`config.mk`:
```
export PLATFORM = sky130hd
export DESIGN_NAME = lfsr_rr_arbiter
export DESIGN_NICKNAME = d
export VERILOG_FILES = /design/src/rtl/lfsr_rr_arbiter.sv
export SDC_FILE = /design/constraint.sdc
export NUM_CORES = 1
export LEC_CHECK = 0
export ABC_AREA = 1
export ABC_CLOCK_PERIOD_IN_PS = 1500
export CAP_MARGIN = 20
export CORE_MARGIN = 4
export CORE_UTILIZATION = 46
export CTS_CLUSTER_DIAMETER = 60
export DETAILED_ROUTE_END_ITERATION = 16
export PLACE_DENSITY = 0.84
export SLEW_MARGIN = 20
export SYNTH_ARGS = -nofsm -noshare
export SYNTH_HDL_FRONTEND = slang
export SYNTH_SLANG_ARGS = --single-unit
```
`constraint.sdc`:
```
create_clock -name clk -period 1.5 [get_ports clk]
set_input_delay 0.3 -clock clk [delete_from_list [all_inputs] [get_ports clk]]
set_output_delay 0.3 -clock clk [all_outputs]
set_load 0.03 [all_outputs]
```
`src/rtl/lfsr_rr_arbiter.sv`:
```
// lfsr_rr_arbiter: round-robin sequencer that shares one external LFSR among N_REQ requesters.
// For each draw it steps the LFSR STEPS times, latches the value, then hands it to the selected
// requester under a level req / gnt handshake. It is the only driver of the LFSR enable.
//
// Ports:
//   clk          system clock, rising edge
//   reset        asynchronous active-low reset
//   req          level requests, one bit per requester
//   lfsr_q       current LFSR state
//   lfsr_en      LFSR advance enable (decoded from state)
//   gnt          one-hot grant (registered)
//   rnd_data     random value for the granted requester (registered, held after release)
//   rnd_valid    rnd_data valid, equals OR of gnt (registered)
//   busy         high whenever the sequencer is not idle (registered)
//   grant_count  saturating count of completed grants (registered)
//
// Build option: define LFSR_FREE_RUN_EN to also enable the LFSR in every idle and grant cycle.
// Handshake timing is the same in both builds.
module lfsr_rr_arbiter #(
  parameter int unsigned N_REQ = 4,
  parameter int unsigned WIDTH = 10,
  parameter int unsigned STEPS = 4
) (
  input  logic             clk,
  input  logic             reset,
  input  logic [N_REQ-1:0] req,
  input  logic [WIDTH-1:0] lfsr_q,
  output logic             lfsr_en,
  output logic [N_REQ-1:0] gnt,
  output logic [WIDTH-1:0] rnd_data,
  output logic             rnd_valid,
  output logic             busy,
  output logic [15:0]      grant_count
);

  localparam int unsigned IdxW    = $clog2(N_REQ);
  localparam logic [3:0]  StepsM1 = 4'(STEPS - 1);

  typedef enum logic [1:0] {StIdle, StStep, StLatch, StGrant} state_e;

  state_e           state_q, state_d;
  logic [IdxW-1:0]  idx_q, idx_d;
  logic [IdxW-1:0]  rr_ptr_q, rr_ptr_d;
  logic [3:0]       step_cnt_q, step_cnt_d;
  logic [N_REQ-1:0] gnt_q, gnt_d;
  logic [WIDTH-1:0] rnd_data_q, rnd_data_d;
  logic             rnd_valid_q, rnd_valid_d;
  logic             busy_q, busy_d;
  logic [15:0]      grant_count_q, grant_count_d;

  logic [IdxW-1:0]  cand;
  logic [IdxW-1:0]  pick_idx;
  logic             pick_found;
  logic [N_REQ-1:0] idx_onehot;

  // Search starts just after the last served requester, so it gets lowest priority.
  always_comb begin
    cand       = rr_ptr_q;
    pick_idx   = '0;
    pick_found = 1'b0;
    for (int unsigned k = 0; k < N_REQ; k++) begin
      cand = (cand == IdxW'(N_REQ - 1)) ? '0 : cand + 1'b1;
      if (!pick_found && req[cand]) begin
        pick_found = 1'b1;
        pick_idx   = cand;
      end
    end
  end

  always_comb begin
    idx_onehot        = '0;
    idx_onehot[idx_q] = 1'b1;
  end

  always_comb begin
    state_d       = state_q;
    idx_d         = idx_q;
    rr_ptr_d      = rr_ptr_q;
    step_cnt_d    = step_cnt_q;
    gnt_d         = gnt_q;
    rnd_data_d    = rnd_data_q;
    grant_count_d = grant_count_q;
    lfsr_en       = 1'b0;

    unique case (state_q)
      StIdle: begin
`ifdef LFSR_FREE_RUN_EN
        lfsr_en = 1'b1;
`else
        lfsr_en = 1'b0;
`endif
        if (|req) begin
          idx_d      = pick_idx;
          step_cnt_d = StepsM1;
          state_d    = StStep;
        end
      end
      // Runs to completion regardless of req, so every draw consumes exactly STEPS advances.
      StStep: begin
        lfsr_en = 1'b1;
        if (step_cnt_q == 4'd0) begin
          state_d = StLatch;
        end else begin
          step_cnt_d = step_cnt_q - 4'd1;
        end
      end
      StLatch: begin
        rnd_data_d = lfsr_q;
        if (req[idx_q]) begin
          state_d = StGrant;
        end else begin
          // Requester gave up during stepping: no grant, no count.
          state_d  = StIdle;
          rr_ptr_d = idx_q;
        end
      end
      StGrant: begin
`ifdef LFSR_FREE_RUN_EN
        lfsr_en = 1'b1;
`else
        lfsr_en = 1'b0;
`endif
        // The grant register follows req[idx]; it rises one cycle after entering GRANT.
        if (req[idx_q]) begin
          gnt_d = idx_onehot;
        end else begin
          gnt_d    = '0;
          state_d  = StIdle;
          rr_ptr_d = idx_q;
          if (grant_count_q != 16'hFFFF) begin
            grant_count_d = grant_count_q + 16'd1;
          end
        end
      end
      default: state_d = StIdle;
    endcase

    rnd_valid_d = |gnt_d;
    busy_d      = (state_d != StIdle);
  end

  always_ff @(posedge clk or negedge reset) begin
    if (!reset) begin
      state_q       <= StIdle;
      idx_q         <= '0;
      rr_ptr_q      <= IdxW'(N_REQ - 1);
      step_cnt_q    <= 4'd0;
      gnt_q         <= '0;
      rnd_data_q    <= '0;
      rnd_valid_q   <= 1'b0;
      busy_q        <= 1'b0;
      grant_count_q <= 16'd0;
    end else begin
      state_q       <= state_d;
      idx_q         <= idx_d;
      rr_ptr_q      <= rr_ptr_d;
      step_cnt_q    <= step_cnt_d;
      gnt_q         <= gnt_d;
      rnd_data_q    <= rnd_data_d;
      rnd_valid_q   <= rnd_valid_d;
      busy_q        <= busy_d;
      grant_count_q <= grant_count_d;
    end
  end

  assign gnt         = gnt_q;
  assign rnd_data    = rnd_data_q;
  assign rnd_valid   = rnd_valid_q;
  assign busy        = busy_q;
  assign grant_count = grant_count_q;

endmodule

```
**After elaboration in Yosys (flattened, before gate mapping)**

Cells that the tools add are included.

- Register bits: 42
- Bits of input ports: 16
- Output and inout port bits: 33

- $add $sub $neg: 6
- $lt $le $gt $ge: 6
- Equal/unequal tests: 10
- Mux-type cells: 34
- Bitwise operators: 1
- Reduce and logical (&&, ||, !) cells: 18

Operator list:

| kind | number |
|---|---|
| $mux 2 | 12 |
| $add 16x1->16 const B | 1 |
| $mux 4 | 4 |
| $ne 16x16->1 const B | 1 |
| $lt 2x3->1 const B | 5 |
| $eq 2x2->1 const B | 6 |
| $bmux 1 s2 | 5 |
| $mux 1 | 10 |
| $add 2x1->2 const B | 4 |
| $pmux 2 s4 | 1 |
| $pmux 4 s2 | 1 |
| $reduce_or 4->1 | 2 |
| $reduce_and 3->1 | 2 |
| $logic_and 1x1->1 | 4 |
| $logic_not 4->1 | 1 |
| $ne 2x2->1 const B | 2 |
| $reduce_and 2->1 | 2 |
| $reduce_bool 2->1 | 2 |
| $sub 4x1->4 const B | 1 |
| $logic_not 1->1 | 3 |
| $demux 1 s2 | 1 |
| $eq 2x1->1 const B | 1 |
| $ge 2x1->1 const B | 1 |
| $logic_not 2->1 | 1 |
| other kinds (2) | 2 |

**Logic depth before layout (Yosys ltp)**

Gate-level depths: netlist of the first run.

- Word-level depth: 14
- Mapped depth: 13

**Least setup slack after synthesis of the first run**

Ideal clock, no wire load.

- Path kind: register to register
- Start: reg grant_count_q[0] (netlist: grant_count[0])
- End: reg grant_count_q[10] (netlist: grant_count[10])
- Arrival time: 1.726 ns
- Data required time: 1.383 ns
- Path slack: -0.344 ns
- Stages on the path, launching flop included: 10
- Path buffers: 1
- Cell sequence: dfrtp_1 ha_1 inv_1 nor4_4 nand3_2 nand2_2 inv_4 buf_6 nand2_1 nand2_1

- Cells in the longest elaborated chain, start to end: 2
- Elaborated cells on any way between the ends: 3

RTL lines:

| what | RTL line | text |
|---|---|---|
| start, declared | 49 | `logic [15:0] grant_count_q, grant_count_d;` |
| start signal, assigned | 162 | `grant_count_q <= grant_count_d;` |
| branches (longest 2 deep; another with $add 16x1->16) | - |  |

Several ways; the timed one is not identified.
A chain may end at the register's enable or synchronous reset.

**Final worst setup path of the first run**

- Start: reg rr_ptr_q[0]
- End: reg idx_q[1]

- Cells in the longest elaborated chain, start to end: 14
- Elaborated cells on any way between the ends: 33

RTL lines:

| what | RTL line | text |
|---|---|---|
| start, declared | 43 | `logic [IdxW-1:0] rr_ptr_q, rr_ptr_d;` |
| start signal, assigned | 146 | `rr_ptr_q <= IdxW'(N_REQ - 1);` |
| start signal, assigned | 156 | `rr_ptr_q <= rr_ptr_d;` |
| $add 2x1->2 / $eq 2x2->1 (equally long branches) | 62 | `cand = (cand == IdxW'(N_REQ - 1)) ? '0 : cand + 1'b1;` |
| $mux 2 * | 62 |  |
| branches (longest 11 deep; another with $add 2x1->2) | - |  |
| $mux 2 * | 63 | `if (!pick_found && req[cand]) begin` |
| end signal, assigned | 155 | `idx_q <= idx_d;` |
| end, declared | 42 | `logic [IdxW-1:0] idx_q, idx_d;` |

Every way passes the cells marked *. The select of a mux whose other input is x is not followed.

==> results of run 1 <==
[timing repair]
action / in CTS / in global routing
endpoints found under the setup margin: 34 / 20
cloned: 0 / 1
setup buffers: 1 / 1
gates resized for setup: 48 / 41
hold endpoints to repair: 19 / 0
pin swaps: 10 / 10
hold buffers: 1 / 0
[routing by layer]
metal,wire (um),GRT usage (%),vias to the layer above
met5,0,0,-
met4,82,4.81,0
met3,467,5.90,14
met2,2870,33.9,105
met1,2640,25.5,1040
li1,-,-,1103
[registers in the layout, summed over array words and instances (netlist names)]
register	count
step_cnt_q	4
rnd_valid	1
gnt	4
state_q	2
rr_ptr_q	2
busy	1
rnd_data	10
idx_q	2
grant_count	16
[critical path, cell delays in order, from the launching register on]
cell and delay (ps):
dfstp_2 570, ha_4 240, inv_4 110, nand2_1 70
nand2_2 90, nand2_2 70, nor2_1 110, nor2_1 50
nand2_1 60, inv_1 40, nand2_1 60, nand2_1 40
nand2_1 50
[layout make-up]
cell class	count	area, um^2
fill	399	1440
multi-input combinational	215	1320
sequential	42	1060
timing repair buffer	73	647
inverter	38	155
tap	67	83.8
clock buffer	6	72.6
clock inverter	2	37.5
[cells in the final DEF, fill, tap and decap left out, types with 7 or more instances in the layout]
cell / instances
buf_4: 22
clkdlybuf4s50_1: 14
dfrtp_1: 32
dfrtp_2: 8
dlygate4sd2_1: 29
inv_1: 33
mux2_2: 10
nand2_1: 77
nand2_2: 16
nand3_1: 19
nor2_1: 14
nor3_1: 7
o21ai_0: 11
o21ai_2: 7
xor2_1: 10
[worst min path at each step]
| stage | slack (ps) | depth (start not counted) | endpoint |
|---|---|---|---|
| finish | 500 | 1 | rnd_data[4] |
| detailed placement | 300 | 1 | grant_count[9] |
| global placement | 290 | 1 | grant_count[9] |
| floorplan | 4 | 0 | busy |
| global route | 530 | 1 | rnd_data[4] |
| CTS | 510 | 1 | rnd_data[4] |
[metrics by stage]
step	hold slack [ps]	setup WS (ps)	instances	util, %	total power [mW]
detailed placement	303	-229	431	64.3	6.30
CTS	508	-85.1	441	67.1	7.16
finish	503	-112	443	70.2	7.57
global placement	291	-181	431	64.3	6.16
global route	529	-214	443	70.2	8.17
floorplan	4.41	-62.4	297	-	4.76
[cell families (layout without fill, tap and decap cells)]
logic type	Yosys count	after routing	synth area share [%]
simple gates	163	164	29.9
flops	42	42	45.1
buf+inv	41	119	7.23
compound gates	25	25	6.53
xor+xnor	13	13	4.87
mux	10	10	4.82
fa+ha+maj	3	3	1.61
[power by group through the flow]
stage | clock network (mW) | logic (mW) | registers (mW)
after global routing | 0.957 | 5.12 | 2.09
after CTS | 0.903 | 4.24 | 2.02
after detailed placement | 0 | 4.25 | 2.05
after floorplan | 0 | 2.07 | 2.70
after global placement | 0 | 4.13 | 2.03
final | 0.886 | 4.67 | 2.02
==> impl_metrics.csv, run 1 <==
group,metric,value,unit
power_and_ir_drop,powerDensity,2240,mW/mm^2
layout,finalInstanceArea,0.00338,mm^2
sta,slew_violations,0,
drt,post_drt_via_cell_ratio,5.11,
yosys,synth-seq-area-share,45.1,%
die,dieHeight,79.3,um
die,start_util,48.5,%
status,outcome,"finished, violations left",
clock_tree,clk_path_buf_depth,2,
yosys,synthTopCellsByCount,"99 x nand2_1, 40 x dfrtp_1, 36 x inv_1, 24 x nand3_1, 20 x nor2_1",
yosys,syn_avg_cell_area,7.87,um^2
yosys,synth_seq_cells,42,
place,place_area,0.00310,mm^2
worst_setup_path,worst_setup_path_start_kind,"flip-flop",
drt,dr.pass1.iters,4,
yosys,ys_top_cells_by_area,"dfrtp_1 43%, nand2_1 16%, inv_1 5.8%",
power_and_ir_drop,power.share.switching,48.2,%
sta,worst_slew_pin_slew,517,ps
run,max-cap-violations,0,
global_routing,grt_util_all_layers,20.1,%
place,hpwl,4350,um
drt,wl_per_cell,13.7,um
worst_setup_path,ff2ff_path_depth,12,
clock_tree,cts_tree,"yes",
sta,timing.final.hold_violations,0,
yosys,ys_types,25,
power_and_ir_drop,power.leakage,1.60,nW
drt,drtAntennaViolNets,0,
worst_setup_path,path_class,"flip-flop to flip-flop",
yosys,yosysMostFrequentCell,"nand2_1",
yosys,yosysWarnings,0,
worst_setup_path,worst-path-max-fanout,6,
clock_tree,cts.htree.levels,2,
place,gp_congestion,0.935,
drt,finalWirelength,6060,um
worst_setup_path,reg2reg_to,"idx_q[1]",
yosys,synth_top_area_cell,"dfrtp_1",
worst_setup_path,startpoint,"rr_ptr_q[0]",
sta,setup_violations,2,
worst_setup_path,rrSetupSlack,-110,ps
clock_tree,cts_sinks,42,
die,die_w,79.3,um
layout,diodes,0,
layout,area_growth,44.6,%
clock_tree,cts_made_buffers,5,
sta,slew_headroom,65.6,%
die,dieArea,0.00629,mm^2
power_and_ir_drop,ir_worst_vdd,1.26,mV
worst_setup_path,crit_arrival,1840,ps
clock_tree,clk-insertion-delay-late,290,ps
global_routing,grt_max_degree,23,
sta,final.setup.tns,-212,ps
clock_tree,path_clk_slew,80,ps
power_and_ir_drop,p_seq_share,26.7,%
drt,vias,2262,
sta,fin_skew,8.29,ps
worst_setup_path,worstReg2RegStart,"rr_ptr_q[0]",
worst_setup_path,end_kind,"flip-flop",
layout,nNetsFinal,394,
sta,min_period_over_period,107,%
global_routing,first_global_vias,2345,
hold_path,hold_start,"rnd_data[4]",
die,rows,25,
global_routing,overflow,0,
yosys,synth_cells,297,
drt,remaining_drc_errors,0,
worst_setup_path,crit_required,1730,ps
layout,drive_gt1_share,29.0,%
sta,fmax,620,MHz
power_and_ir_drop,clockPowerShare,11.7,%
yosys,synth_area,0.00234,mm^2
drt,drtIter0Drc,114,
worst_setup_path,endpoint,"idx_q[1]",
die,io_pins,49,
yosys,async_reset_ff_share,100,%
sta,rsz0062_at_grt,"true",
clock_tree,root_buffer,"clkbuf_8",
yosys,synth_edf_count,0,
global_routing,grt_first_pass_wirelength,10200,um
yosys,synth.top_cell.area_share,42.8,%
place,port_buffers,48,
sta,setup_ws,-112,ps
power_and_ir_drop,switching_power,3.65,mW
power_and_ir_drop,comb_power_share,61.6,%
yosys,synth_nets,316,
die,coreArea,0.00482,mm^2
status,failed_checks,"setup timing",
sta,finalCriticalPeriod,1610,ps
power_and_ir_drop,p_int,3.92,mW
global_routing,antenna_found_initial,0,
hold_path,worstHoldPathType,"flip-flop to flip-flop",
yosys,synthFlopType,"dfrtp_1",
(Power assumes the default switching activity.)
==> inputs of run 2 (changes only) <==
Settings changed: ABC_AREA 1 to default, CORE_UTILIZATION 46 to 45.
==> impl_metrics.csv, run 2 <==
group,metric,value,unit
yosys,ys_types,40,
die,start_util,47.2,%
worst_setup_path,worst-path-max-fanout,2,
power_and_ir_drop,clockPowerShare,12.9,%
yosys,synth_area,0.00208,mm^2
sta,min_period_over_period,113,%
yosys,synth_seq_cells,42,
drt,dr.pass1.iters,4,
yosys,async_reset_ff_share,100,%
status,failed_checks,"setup timing",
layout,diodes,0,
yosys,yosysWarnings,0,
power_and_ir_drop,switching_power,2.39,mW
power_and_ir_drop,power.leakage,1.55,nW
sta,slew_violations,0,
power_and_ir_drop,ir_worst_vdd,1.19,mV
sta,rsz0062_at_grt,"true",
sta,setup_violations,26,
worst_setup_path,cp_cell_sequence,"inv_2 -> ha_4 -> or3b_4 -> and2_4 -> nor2_4 -> mux2_4",
sta,worst_slew_pin_slew,417,ps
worst_setup_path,end_kind,"flip-flop",
die,io_pins,49,
drt,finalWirelength,5810,um
sta,finalCriticalPeriod,1700,ps
layout,final_common_cell,"buf_4",
yosys,synthFlopType,"dfrtp_1",
die,dieHeight,76.0,um
global_routing,first_global_vias,1961,
worst_setup_path,ff2ff_path_depth,6,
worst_setup_path,path_class,"flip-flop to flip-flop",
place,dp_slack,-409,ps
global_routing,grt_max_degree,36,
status,outcome,"finished, violations left",
power_and_ir_drop,powerDensity,1830,mW/mm^2
drt,drtAntennaViolNets,0,
power_and_ir_drop,comb_power_share,57.3,%
place,gp_congestion,0.864,
die,coreArea,0.00441,mm^2
clock_tree,root_buffer,"clkbuf_8",
clock_tree,cts_made_buffers,5,
yosys,yosysMostFrequentCell,"dfrtp_1",
global_routing,grt_util_all_layers,19.2,%
layout,layout_common_cells,"50 x buf_4, 36 x dfrtp_1, 23 x dlygate4sd2_1",
layout,area_growth,58.6,%
layout,nNetsFinal,307,
yosys,synth_cells,179,
worst_setup_path,rrSetupSlack,-200,ps
drt,wl_per_cell,17.0,um
yosys,syn_avg_cell_area,11.6,um^2
hold_path,worstHoldPathType,"input port to async pin",
power_and_ir_drop,power.share.switching,39.5,%
layout,drive_gt1_share,46.4,%
power_and_ir_drop,p_seq_share,29.8,%
sta,final.setup.tns,-2150,ps
die,rows,24,
drt,remaining_drc_errors,0,
sta,slew_headroom,72.0,%
sta,timing.final.hold_violations,0,
worst_setup_path,cpPeakStageDelay,410,ps
worst_setup_path,cpLargestDelayFamily,"simple AND/OR/NAND/NOR gates",
worst_setup_path,crit_cells,6,
sta,setup_ws,-198,ps
die,die_w,76.0,um
drt,drtIter0Drc,140,
die,dieArea,0.00578,mm^2
place,hpwl,3710,um
clock_tree,cts_sinks,42,
yosys,synthTopCellsByCount,"40 x dfrtp_1, 14 x mux2_2, 14 x nand2_1, 14 x xnor2_1",
drt,vias,1881,
worst_setup_path,worstReg2RegStart,"step_cnt_q[0]",
worst_setup_path,reg2reg_to,"step_cnt_q[1]",
global_routing,antenna_found_initial,0,
power_and_ir_drop,power,6.05,mW
yosys,synth.top_cell.area_share,48.0,%
yosys,ys_top_cells_by_area,"dfrtp_1 48%, mux2_2 7.6%, xnor2_1 5.9%",
worst_setup_path,worst_setup_path_start_kind,"flip-flop",
layout,largest_reg_flops,16,
global_routing,grt_first_pass_wirelength,9100,um
clock_tree,clk-insertion-delay-late,300,ps
worst_setup_path,cp_slowest_cell,"dfrtp_1",
clock_tree,path_clk_slew,80,ps
run,max-cap-violations,0,
yosys,synth_nets,198,
worst_setup_path,path_buf_inv,1,
yosys,synth_edf_count,0,
clock_tree,cts_tree,"yes",
sta,fmax,589,MHz
global_routing,overflow,0,
worst_setup_path,crit_required,1690,ps
sta,timing.hold.ws,376,ps
yosys,synth_top_area_cell,"dfrtp_1",
clock_tree,clk_path_buf_depth,2,
place,dp.cells,320,
worst_setup_path,crit_arrival,1890,ps
drt,post_drt_via_cell_ratio,5.52,
clock_tree,cts.htree.levels,2,
layout,final_cell_count_no_fill,341,
place,port_buffers,48,
yosys,synth-seq-area-share,50.6,%
sta,fin_skew,10.7,ps
power_and_ir_drop,p_int,3.65,mW
run 2: cell count changes after synthesis, moves of 7 or more:
cell / before / now
inv_1: 36 / 4
nand2_1: 99 / 14
nand3_1: 24 / 6
nor2_1: 20 / 9
nor3_1: 10 / 3
o211ai_1: 0 / 8
o21ai_0: 13 / 6
xnor2_1: 3 / 14
xor2_1: 10 / 2
run 2: what timing repair did:
action                                 in CTS  in global routing
setup endpoints to repair                  60                 36
gates cloned                                0                  0
pin swaps                                  23                 15
endpoints found under the hold margin       7                  0
gates resized for setup                    62                 30
buffers inserted                            6                  7
hold buffers                                1                  0
run 2: power groups by stage:
stage / combinational (mW) / sequential (mW) / clock, mW
floorplan: 1.37 / 2.31 / 0
global placement: 2.97 / 1.80 / 0
detailed placement: 3.05 / 1.84 / 0
CTS: 3.17 / 1.80 / 0.789
global route: 3.70 / 1.84 / 0.829
finish: 3.46 / 1.80 / 0.778
run 2: worst max-delay path by stage:
| stage | slack, ps | from | end |
|---|---|---|---|
| after floorplan | -370 | grant_count[0] | grant_count[1] |
| after global placement | -360 | req[0] | rr_ptr_q[1] |
| after detailed placement | -410 | req[3] | grant_count[13] |
| after CTS | -180 | step_cnt_q[0] | step_cnt_q[1] |
| after global routing | -250 | step_cnt_q[0] | step_cnt_q[1] |
| final | -200 | step_cnt_q[0] | step_cnt_q[1] |
run 2: cells by family (layout without fill, tap and decap cells):
kind of cell / Yosys count / after routing / synth area share [%]
adder cells (fa/ha/maj): 3 / 3 / 1.80
AND/OR/NAND/NOR: 62 / 62 / 16.5
XOR/XNOR: 16 / 16 / 6.73
multiplexers: 22 / 22 / 12.7
flip-flops: 42 / 42 / 50.6
buffers and inverters: 11 / 121 / 3.36
AO/OA/AOI/OAI: 23 / 23 / 8.41
run 2: per-layer routing:
| layer | GRT usage [%] | vias up | part of all wire [%] |
|---|---|---|---|
| met5 | 0 | - | 0 |
| met4 | 8.72 | 0 | 2.5 |
| met3 | 4.37 | 14 | 5.3 |
| met2 | 32.7 | 67 | 53 |
| met1 | 22.9 | 936 | 40 |
| li1 | - | 864 | - |
run 2: cell type report:
| class | count | area [um^2] |
|---|---|---|
| multi-input combinational | 126 | 1130 |
| timing repair buffer | 109 | 932 |
| fill | 287 | 1110 |
| clock inverter | 2 | 12.5 |
| sequential | 42 | 1060 |
| tap | 52 | 65.1 |
| inverter | 4 | 17.5 |
| clock buffer | 6 | 82.6 |
run 2: per-stage QoR:
| step | util (%) | cell area (um^2) |
|---|---|---|
| finish | 74.8 | 3300 |
| global route | 74.8 | 3300 |
| CTS | 72.9 | 3220 |
| detailed placement | 68.7 | 3030 |
| global placement | 68.7 | 3030 |
| floorplan | - | 2170 |
